--- config.mk ---
export PLATFORM = sky130hd
export DESIGN_NAME = forward_action_arbiter_flat
export DESIGN_NICKNAME = d
export VERILOG_FILES = /design/src/rtl/forward_action_arbiter_if.sv /design/src/rtl/forward_action_arbiter.sv /design/src/flat_wrapper.sv
export SDC_FILE = /design/constraint.sdc
export NUM_CORES = 1
export LEC_CHECK = 0
export BUFFER_PORTS_ARGS = -buffer_cell sky130_fd_sc_hd__buf_2
export CAP_MARGIN = 0
export CORE_ASPECT_RATIO = 0.6
export CORE_MARGIN = 2
export CORE_UTILIZATION = 45
export CTS_CLUSTER_SIZE = 20
export DETAILED_ROUTE_END_ITERATION = 7
export PLACE_DENSITY = 0.81
export SYNTH_ARGS = -nofsm -noshare
export SYNTH_HDL_FRONTEND = slang
export SYNTH_SLANG_ARGS = --single-unit
--- constraint.sdc ---
create_clock -name i_clk -period 2.78 [get_ports i_clk]
set_input_delay 0.139 -clock i_clk [delete_from_list [all_inputs] [get_ports i_clk]]
set_output_delay 0.139 -clock i_clk [all_outputs]
set_load 0.01 [all_outputs]
--- src/rtl/forward_action_arbiter_if.sv ---
// ----------------------------------------------------------------------------
// forward_action_arbiter_if
// Bundles the requester-side descriptor bus, the action-stage handshake and
// the status outputs of forward_action_arbiter.
//   master : the arbiter itself (consumes requests, drives the action stage)
//   slave  : the surrounding lookup engines / action stage / bench
// Signals (NUM_REQ requesters, requester n at slice n of each packed vector):
//   iv_req, iv_req_bufid[9n+8:9n], iv_req_type[3n+2:3n], iv_req_inport[4n+3:4n],
//   iv_req_outport[9n+8:9n], iv_req_hit[n]       requester descriptors
//   ov_req_ack                                    one-hot grant-complete pulse
//   ov_pkt_bufid/type/inport, ov_outport,
//   o_mac_entry_hit, o_action_req, i_action_ack   action-stage handshake
//   ov_grant_cnt, o_timeout                       status
// ----------------------------------------------------------------------------
interface forward_action_arbiter_if #(
    parameter int unsigned NUM_REQ = 4
);
    logic [NUM_REQ-1:0]   iv_req;
    logic [NUM_REQ*9-1:0] iv_req_bufid;
    logic [NUM_REQ*3-1:0] iv_req_type;
    logic [NUM_REQ*4-1:0] iv_req_inport;
    logic [NUM_REQ*9-1:0] iv_req_outport;
    logic [NUM_REQ-1:0]   iv_req_hit;
    logic [NUM_REQ-1:0]   ov_req_ack;
    logic [8:0]           ov_pkt_bufid;
    logic [2:0]           ov_pkt_type;
    logic [3:0]           ov_pkt_inport;
    logic [8:0]           ov_outport;
    logic                 o_mac_entry_hit;
    logic                 o_action_req;
    logic                 i_action_ack;
    logic [15:0]          ov_grant_cnt;
    logic                 o_timeout;

    modport master (
        input  iv_req, iv_req_bufid, iv_req_type, iv_req_inport, iv_req_outport,
               iv_req_hit, i_action_ack,
        output ov_req_ack, ov_pkt_bufid, ov_pkt_type, ov_pkt_inport, ov_outport,
               o_mac_entry_hit, o_action_req, ov_grant_cnt, o_timeout
    );

    modport slave (
        output iv_req, iv_req_bufid, iv_req_type, iv_req_inport, iv_req_outport,
               iv_req_hit, i_action_ack,
        input  ov_req_ack, ov_pkt_bufid, ov_pkt_type, ov_pkt_inport, ov_outport,
               o_mac_entry_hit, o_action_req, ov_grant_cnt, o_timeout
    );
endinterface

--- src/rtl/forward_action_arbiter.sv ---
// ----------------------------------------------------------------------------
// forward_action_arbiter
// Round-robin arbiter sharing the standard-packet forwarding action stage
// between NUM_REQ lookup engines. A granted descriptor is registered and
// presented with o_action_req until i_action_ack; the requester then gets a
// one-cycle ov_req_ack pulse and the pointer moves past it.
// Ports:
//   i_clk  : clock
//   i_rst  : asynchronous, active-high reset
//   bus    : forward_action_arbiter_if.master (requests, action handshake,
//            grant counter, timeout pulse)
// Optional feature (macro FWD_ARB_TIMEOUT_EN): watchdog that abandons an
// issue after TIMEOUT_CYCLES cycles without i_action_ack, pulsing o_timeout
// and acking the requester without counting the grant. Without the macro
// o_timeout is tied low and the issue waits indefinitely.
// ----------------------------------------------------------------------------
module forward_action_arbiter #(
    parameter int unsigned NUM_REQ        = 4,
    parameter int unsigned TIMEOUT_CYCLES = 255
) (
    input logic                      i_clk,
    input logic                      i_rst,
    forward_action_arbiter_if.master bus
);
    localparam int unsigned PTR_W = (NUM_REQ > 1) ? $clog2(NUM_REQ) : 1;

    generate
        if (NUM_REQ < 2 || NUM_REQ > 8) begin : g_bad_num_req
            $error("forward_action_arbiter: NUM_REQ must be 2..8");
        end
        if (TIMEOUT_CYCLES < 1) begin : g_bad_timeout
            $error("forward_action_arbiter: TIMEOUT_CYCLES must be >= 1");
        end
    endgenerate

    typedef enum logic [1:0] {
        IDLE_S    = 2'd0,
        ISSUE_S   = 2'd1,
        RELEASE_S = 2'd2
    } state_t;

    state_t             state_q;
    logic [PTR_W-1:0]   rr_ptr_q;
    logic [PTR_W-1:0]   gnt_q;
    logic [8:0]         bufid_q;
    logic [2:0]         type_q;
    logic [3:0]         inport_q;
    logic [8:0]         outport_q;
    logic               hit_q;
    logic               action_req_q;
    logic [NUM_REQ-1:0] req_ack_q;
    logic [15:0]        grant_cnt_q;

`ifdef FWD_ARB_TIMEOUT_EN
    localparam int unsigned TO_W = $clog2(TIMEOUT_CYCLES + 1);
    logic [TO_W-1:0]    to_cnt_q;
    logic               timeout_q;
`endif

    logic               sel_valid_d;
    logic [PTR_W-1:0]   sel_d;
    logic [PTR_W-1:0]   scan_idx;
    int unsigned        sel_n;
    logic [8:0]         sel_bufid_d;
    logic [2:0]         sel_type_d;
    logic [3:0]         sel_inport_d;
    logic [8:0]         sel_outport_d;
    logic               sel_hit_d;
    logic [PTR_W-1:0]   nxt_ptr_d;

    // First requester at or after rr_ptr, wrapping modulo NUM_REQ.
    always_comb begin
        sel_valid_d = 1'b0;
        sel_d       = '0;
        scan_idx    = '0;
        for (int unsigned i = 0; i < NUM_REQ; i++) begin
            scan_idx = PTR_W'((32'(rr_ptr_q) + i) % NUM_REQ);
            if (!sel_valid_d && bus.iv_req[scan_idx]) begin
                sel_valid_d = 1'b1;
                sel_d       = scan_idx;
            end
        end
    end

    always_comb begin
        sel_n         = 32'(sel_d);
        sel_bufid_d   = bus.iv_req_bufid[9*sel_n +: 9];
        sel_type_d    = bus.iv_req_type[3*sel_n +: 3];
        sel_inport_d  = bus.iv_req_inport[4*sel_n +: 4];
        sel_outport_d = bus.iv_req_outport[9*sel_n +: 9];
        sel_hit_d     = bus.iv_req_hit[sel_n];
    end

    assign nxt_ptr_d = (32'(gnt_q) == NUM_REQ - 1) ? '0 : gnt_q + 1'b1;

    always_ff @(posedge i_clk or posedge i_rst) begin
        if (i_rst) begin
            state_q      <= IDLE_S;
            rr_ptr_q     <= '0;
            gnt_q        <= '0;
            bufid_q      <= '0;
            type_q       <= '0;
            inport_q     <= '0;
            outport_q    <= '0;
            hit_q        <= 1'b0;
            action_req_q <= 1'b0;
            req_ack_q    <= '0;
            grant_cnt_q  <= '0;
`ifdef FWD_ARB_TIMEOUT_EN
            to_cnt_q     <= '0;
            timeout_q    <= 1'b0;
`endif
        end else begin
            case (state_q)
                IDLE_S: begin
                    req_ack_q <= '0;
                    if (sel_valid_d) begin
                        gnt_q        <= sel_d;
                        bufid_q      <= sel_bufid_d;
                        type_q       <= sel_type_d;
                        inport_q     <= sel_inport_d;
                        outport_q    <= sel_outport_d;
                        hit_q        <= sel_hit_d;
                        action_req_q <= 1'b1;
                        state_q      <= ISSUE_S;
`ifdef FWD_ARB_TIMEOUT_EN
                        to_cnt_q     <= '0;
`endif
                    end
                end

                // Inputs are not looked at here: the descriptor is latched.
                ISSUE_S: begin
                    if (bus.i_action_ack) begin
                        bufid_q      <= '0;
                        type_q       <= '0;
                        inport_q     <= '0;
                        outport_q    <= '0;
                        hit_q        <= 1'b0;
                        action_req_q <= 1'b0;
                        req_ack_q    <= NUM_REQ'(1) << gnt_q;
                        grant_cnt_q  <= grant_cnt_q + 16'd1;
                        rr_ptr_q     <= nxt_ptr_d;
                        state_q      <= RELEASE_S;
                    end
`ifdef FWD_ARB_TIMEOUT_EN
                    // Abandoned issue: requester still acked, grant not counted.
                    else if (to_cnt_q == TO_W'(TIMEOUT_CYCLES - 1)) begin
                        bufid_q      <= '0;
                        type_q       <= '0;
                        inport_q     <= '0;
                        outport_q    <= '0;
                        hit_q        <= 1'b0;
                        action_req_q <= 1'b0;
                        req_ack_q    <= NUM_REQ'(1) << gnt_q;
                        timeout_q    <= 1'b1;
                        rr_ptr_q     <= nxt_ptr_d;
                        state_q      <= RELEASE_S;
                    end else begin
                        to_cnt_q     <= to_cnt_q + 1'b1;
                    end
`endif
                end

                // Dead cycle so the acked requester can drop iv_req before
                // the next arbitration samples it.
                RELEASE_S: begin
                    req_ack_q <= '0;
`ifdef FWD_ARB_TIMEOUT_EN
                    timeout_q <= 1'b0;
`endif
                    state_q   <= IDLE_S;
                end

                default: begin
                    bufid_q      <= '0;
                    type_q       <= '0;
                    inport_q     <= '0;
                    outport_q    <= '0;
                    hit_q        <= 1'b0;
                    action_req_q <= 1'b0;
                    req_ack_q    <= '0;
`ifdef FWD_ARB_TIMEOUT_EN
                    timeout_q    <= 1'b0;
`endif
                    state_q      <= IDLE_S;
                end
            endcase
        end
    end

    assign bus.ov_req_ack      = req_ack_q;
    assign bus.ov_pkt_bufid    = bufid_q;
    assign bus.ov_pkt_type     = type_q;
    assign bus.ov_pkt_inport   = inport_q;
    assign bus.ov_outport      = outport_q;
    assign bus.o_mac_entry_hit = hit_q;
    assign bus.o_action_req    = action_req_q;
    assign bus.ov_grant_cnt    = grant_cnt_q;
`ifdef FWD_ARB_TIMEOUT_EN
    assign bus.o_timeout       = timeout_q;
`else
    assign bus.o_timeout       = 1'b0;
`endif

endmodule

--- src/flat_wrapper.sv ---
// flat-port wrapper written by rule: the top's interface ports become plain ports
module forward_action_arbiter_flat 
#(
    parameter int unsigned NUM_REQ        = 4,
    parameter int unsigned TIMEOUT_CYCLES = 255
)
  (i_clk, i_rst, bus_iv_req, bus_iv_req_bufid, bus_iv_req_type, bus_iv_req_inport, bus_iv_req_outport, bus_iv_req_hit, bus_i_action_ack, bus_ov_req_ack, bus_ov_pkt_bufid, bus_ov_pkt_type, bus_ov_pkt_inport, bus_ov_outport, bus_o_mac_entry_hit, bus_o_action_req, bus_ov_grant_cnt, bus_o_timeout);
  forward_action_arbiter_if #(.NUM_REQ(NUM_REQ)) bus_i ();
  input logic i_clk;
  input logic i_rst;
  input wire logic [$bits(bus_i.iv_req)-1:0] bus_iv_req;
  input wire logic [$bits(bus_i.iv_req_bufid)-1:0] bus_iv_req_bufid;
  input wire logic [$bits(bus_i.iv_req_type)-1:0] bus_iv_req_type;
  input wire logic [$bits(bus_i.iv_req_inport)-1:0] bus_iv_req_inport;
  input wire logic [$bits(bus_i.iv_req_outport)-1:0] bus_iv_req_outport;
  input wire logic [$bits(bus_i.iv_req_hit)-1:0] bus_iv_req_hit;
  input wire logic [$bits(bus_i.i_action_ack)-1:0] bus_i_action_ack;
  output wire logic [$bits(bus_i.ov_req_ack)-1:0] bus_ov_req_ack;
  output wire logic [$bits(bus_i.ov_pkt_bufid)-1:0] bus_ov_pkt_bufid;
  output wire logic [$bits(bus_i.ov_pkt_type)-1:0] bus_ov_pkt_type;
  output wire logic [$bits(bus_i.ov_pkt_inport)-1:0] bus_ov_pkt_inport;
  output wire logic [$bits(bus_i.ov_outport)-1:0] bus_ov_outport;
  output wire logic [$bits(bus_i.o_mac_entry_hit)-1:0] bus_o_mac_entry_hit;
  output wire logic [$bits(bus_i.o_action_req)-1:0] bus_o_action_req;
  output wire logic [$bits(bus_i.ov_grant_cnt)-1:0] bus_ov_grant_cnt;
  output wire logic [$bits(bus_i.o_timeout)-1:0] bus_o_timeout;
  assign bus_i.iv_req = bus_iv_req;
  assign bus_i.iv_req_bufid = bus_iv_req_bufid;
  assign bus_i.iv_req_type = bus_iv_req_type;
  assign bus_i.iv_req_inport = bus_iv_req_inport;
  assign bus_i.iv_req_outport = bus_iv_req_outport;
  assign bus_i.iv_req_hit = bus_iv_req_hit;
  assign bus_i.i_action_ack = bus_i_action_ack;
  assign bus_ov_req_ack = bus_i.ov_req_ack;
  assign bus_ov_pkt_bufid = bus_i.ov_pkt_bufid;
  assign bus_ov_pkt_type = bus_i.ov_pkt_type;
  assign bus_ov_pkt_inport = bus_i.ov_pkt_inport;
  assign bus_ov_outport = bus_i.ov_outport;
  assign bus_o_mac_entry_hit = bus_i.o_mac_entry_hit;
  assign bus_o_action_req = bus_i.o_action_req;
  assign bus_ov_grant_cnt = bus_i.ov_grant_cnt;
  assign bus_o_timeout = bus_i.o_timeout;
  forward_action_arbiter #(.NUM_REQ(NUM_REQ), .TIMEOUT_CYCLES(TIMEOUT_CYCLES)) u_core (.i_clk(i_clk), .i_rst(i_rst), .bus(bus_i));
endmodule
==> results.sh <==
export IMPL_tightest_slew_ns=0.845
export IMPL_synth_flop_cell="dfrtp_1"
export IMPL_rsz0062_at_grt="no"
export IMPL_seq_power_share_pct=37.6
export IMPL_netSwitchingFraction_pct=41.0
export IMPL_grt_max_degree=42
export IMPL_fin_tns_setup_ns=0
export IMPL_clk_latency_ns=0.30
export IMPL_maxCapViolCount=0
export IMPL_postSynthCellCount=299
export IMPL_dpl_cell_area_sq_mm=0.00385
export IMPL_vias_per_cell=5.53
export IMPL_vias=2955
export IMPL_vdd_drop_max_uv=320
export IMPL_relSlewSlack_pct=43.6
export IMPL_synthTopCellsByArea="dfrtp_1 (44%), mux2i_1 (11%), o221ai_1 (7.6%)"
export IMPL_layout_commonest_cell="buf_2"
export IMPL_ys_types=37
export IMPL_fin_skew_ns=0.0157
export IMPL_grt_pass1_vias=2719
export IMPL_p_int_mw=1.89
export IMPL_clk_pin_slew_ns=0.11
export IMPL_root_buffer="clkbuf_8"
export IMPL_dp_cells=526
export IMPL_cts_buffer_depth=2
export IMPL_maxSlewViolCount=0
export IMPL_cts_tree="yes"
export IMPL_whs_ns=-0.0113
export IMPL_dieArea_sq_mm=0.00738
export IMPL_hpwl_mm=6.59
export IMPL_clock_sinks=53
export IMPL_io_buffers=157
export IMPL_start_util_pct=45.9
export IMPL_critPathLaunchType="flip-flop"
export IMPL_synthArstFlopShare_pct=100
export IMPL_p_per_area_mw_per_mm2=812
export IMPL_hold_viol_final=15
export IMPL_drtAntennaViolNets=0
export IMPL_drive_gt1_share_pct=39.4
export IMPL_cp_required_ns=2.92
export IMPL_cp_num_buf_inv=0
export IMPL_final_util_pct=60.0
export IMPL_syn_to_final_growth_pct=30.9
export IMPL_fin_cells=534
export IMPL_cts_setup_buffers=0
export IMPL_power_switching_mw=1.31
export IMPL_grt_usage_pct=23.2
export IMPL_violations="hold timing"
export IMPL_synth_edff_count=0
export IMPL_syn_num_nets=415
export IMPL_timing_fmax_ghz=0.426
export IMPL_worstPathArrival_ns=2.49
export IMPL_rows=23
export IMPL_status="finished, violations left"
export IMPL_yosysWarnings=0
export IMPL_htreeDepth=2
export IMPL_dr_pass1_iters=4
export IMPL_period_share_pct=84.5
export IMPL_grt_remaining_overflow=0
export IMPL_chipHeight_um=67.4
export IMPL_yosys_area_top_type="dfrtp_1"
export IMPL_postCtsResizedCells=0
export IMPL_avgSynthCellArea_sq_um=10.1
export IMPL_combPwrFrac_pct=48.5
export IMPL_grt_pass1_wl_mm=13.2
export IMPL_core_sq_mm=0.00656
export IMPL_cp_cell_sequence="nor2b_1 -> or4b_1 -> and2_1 -> nand2_1 -> o221ai_1"
export IMPL_synth_seq_cells=53
export IMPL_fin_nets=562
export IMPL_die_x_um=110
export IMPL_fin_area_sq_mm=0.00394
export IMPL_diodes=0
export IMPL_leakagePower_nw=2.10
export IMPL_ff2ff_path_depth=5
export IMPL_cp_max_fo=14
export IMPL_cp_top_family="simple AND/OR/NAND/NOR gates"
export IMPL_r2r_end="u_core.bus.ov_outport[6]$_DFFE_PP0P_"
export IMPL_yosysSeqAreaShare_pct=44.1
export IMPL_yosysTopAreaCellShare_pct=44.1
export IMPL_cts_hold_buf=0
export IMPL_endpoint_kind="flip-flop"
export IMPL_antenna_found_initial=0
export IMPL_ff2ff_setup_slack_ns=0.43
export IMPL_cpPeakStageDelay_ns=0.66
export IMPL_drt_iter0_markers=214
export IMPL_place_gp_congestion=0.828
export IMPL_hold_path_class="input port to asynchronous set/reset pin"
export IMPL_crit_type="flip-flop to flip-flop"
export IMPL_numCtsBuffers=5
export IMPL_p_clk_share_pct=13.9
export IMPL_drcViolationCount=0
export IMPL_netlist_area_sq_mm=0.00301
export IMPL_r2r_start="u_core.rr_ptr_q[0]$_DFFE_PP0P_"
export IMPL_wire_per_inst_um=16.4
export IMPL_crit_slowest_cell="or4b_1"
export IMPL_wl_mm=8.76
export IMPL_layout_common_cells="buf_2 (157), dfrtp_1 (53), nand2_1 (41), mux2i_1 (32), o221ai_1 (26)"
export IMPL_io_pins=159
export IMPL_period_needed_ns=2.35
export IMPL_finalSetupViolations=0
-- synthesized netlist by cell type (all sizes together), types with 2 or more instances --
cell type / n
and3: 15
mux2i: 32
a22o: 12
clkbuf: 9
or3: 2
xor2: 4
nor2: 12
o21ai: 3
nand2: 42
inv: 5
o221ai: 26
dfrtp: 53
a211o: 12
nor2b: 5
nand4: 15
ha: 5
nand3: 7
buf: 15
xnor2: 11
-- cell families after synthesis --
logic type | count (synthesis) | share of synthesized area (%)
other | 1 | 0.125
AOI/OAI and AO/OA | 58 | 16.4
xor gates and xnor gates | 15 | 4.36
and+or+nand+nor | 106 | 17.6
buffers and inverters | 29 | 4.78
muxes | 32 | 10.6
adders and majority gates | 5 | 2.08
DFF | 53 | 44.1
-- flip-flops by register name, indices dropped and copies added, names as in the netlist --
signal,flops
u_core.bus.ov_grant_cnt,16
u_core.bus.ov_outport,9
u_core.bus.ov_pkt_bufid,9
u_core.bus.ov_pkt_inport,4
u_core.bus.ov_req_ack,4
u_core.bus.ov_pkt_type,3
u_core.gnt_q,2
u_core.rr_ptr_q,2
u_core.state_q,2
u_core.bus.o_action_req,1
u_core.bus.o_mac_entry_hit,1
-- layer usage --
layer  wire (um)  GRT usage [%]  up-vias
met5           0              0        -
met4          34           4.27        0
met3         707           5.60        2
met2        4050           38.1      132
met1        3970           31.9     1418
li1            -              -     1403
-- final cells by class --
cell class / instances / area (sq um)
Clock inverter: 2 / 13.8
Fill cell: 584 / 2620
Clock buffer: 6 / 72.6
Multi-Input combinational cell: 217 / 1550
Sequential cell: 53 / 1330
Inverter: 5 / 18.8
Timing Repair Buffer: 164 / 851
Tap cell: 87 / 109
-- metrics by stage --
| stage | power (mW) | worst slack (ns) |
|---|---|---|
| after floorplan | 2.22 | 0.961 |
| after global placement | 2.70 | 0.544 |
| after detailed placement | 2.76 | 0.416 |
| after CTS | 3.21 | 0.418 |
| after global routing | 3.44 | 0.248 |
| final | 3.20 | 0.430 |
-- power by group through the flow --
stage / Sequential, mW / Combinational [mW] / Clock (mW)
final: 1.20 / 1.55 / 0.445
after global routing: 1.24 / 1.71 / 0.489
after CTS: 1.20 / 1.56 / 0.449
after detailed placement: 1.21 / 1.55 / 0
after global placement: 1.20 / 1.50 / 0
after floorplan: 1.29 / 0.936 / 0
-- how the worst max path moves through the flow --
stage / start / end / slack [ns] / cells past startpoint
final: u_core.rr_ptr_q[0]$_DFFE_PP0P_ / u_core.bus.ov_outport[6]$_DFFE_PP0P_ / 0.43 / 5
after global routing: u_core.rr_ptr_q[1]$_DFFE_PP0P_ / u_core.bus.ov_pkt_type[2]$_DFFE_PP0P_ / 0.25 / 5
after CTS: u_core.rr_ptr_q[0]$_DFFE_PP0P_ / u_core.bus.ov_pkt_type[2]$_DFFE_PP0P_ / 0.42 / 5
after detailed placement: u_core.rr_ptr_q[1]$_DFFE_PP0P_ / u_core.bus.ov_pkt_type[2]$_DFFE_PP0P_ / 0.42 / 5
after global placement: u_core.rr_ptr_q[0]$_DFFE_PP0P_ / u_core.bus.ov_outport[3]$_DFFE_PP0P_ / 0.54 / 5
after floorplan: u_core.rr_ptr_q[1]$_DFFE_PP0P_ / u_core.bus.ov_outport[1]$_DFFE_PP0P_ / 0.96 / 7
Note: power is estimated with default switching activity, not from simulation.
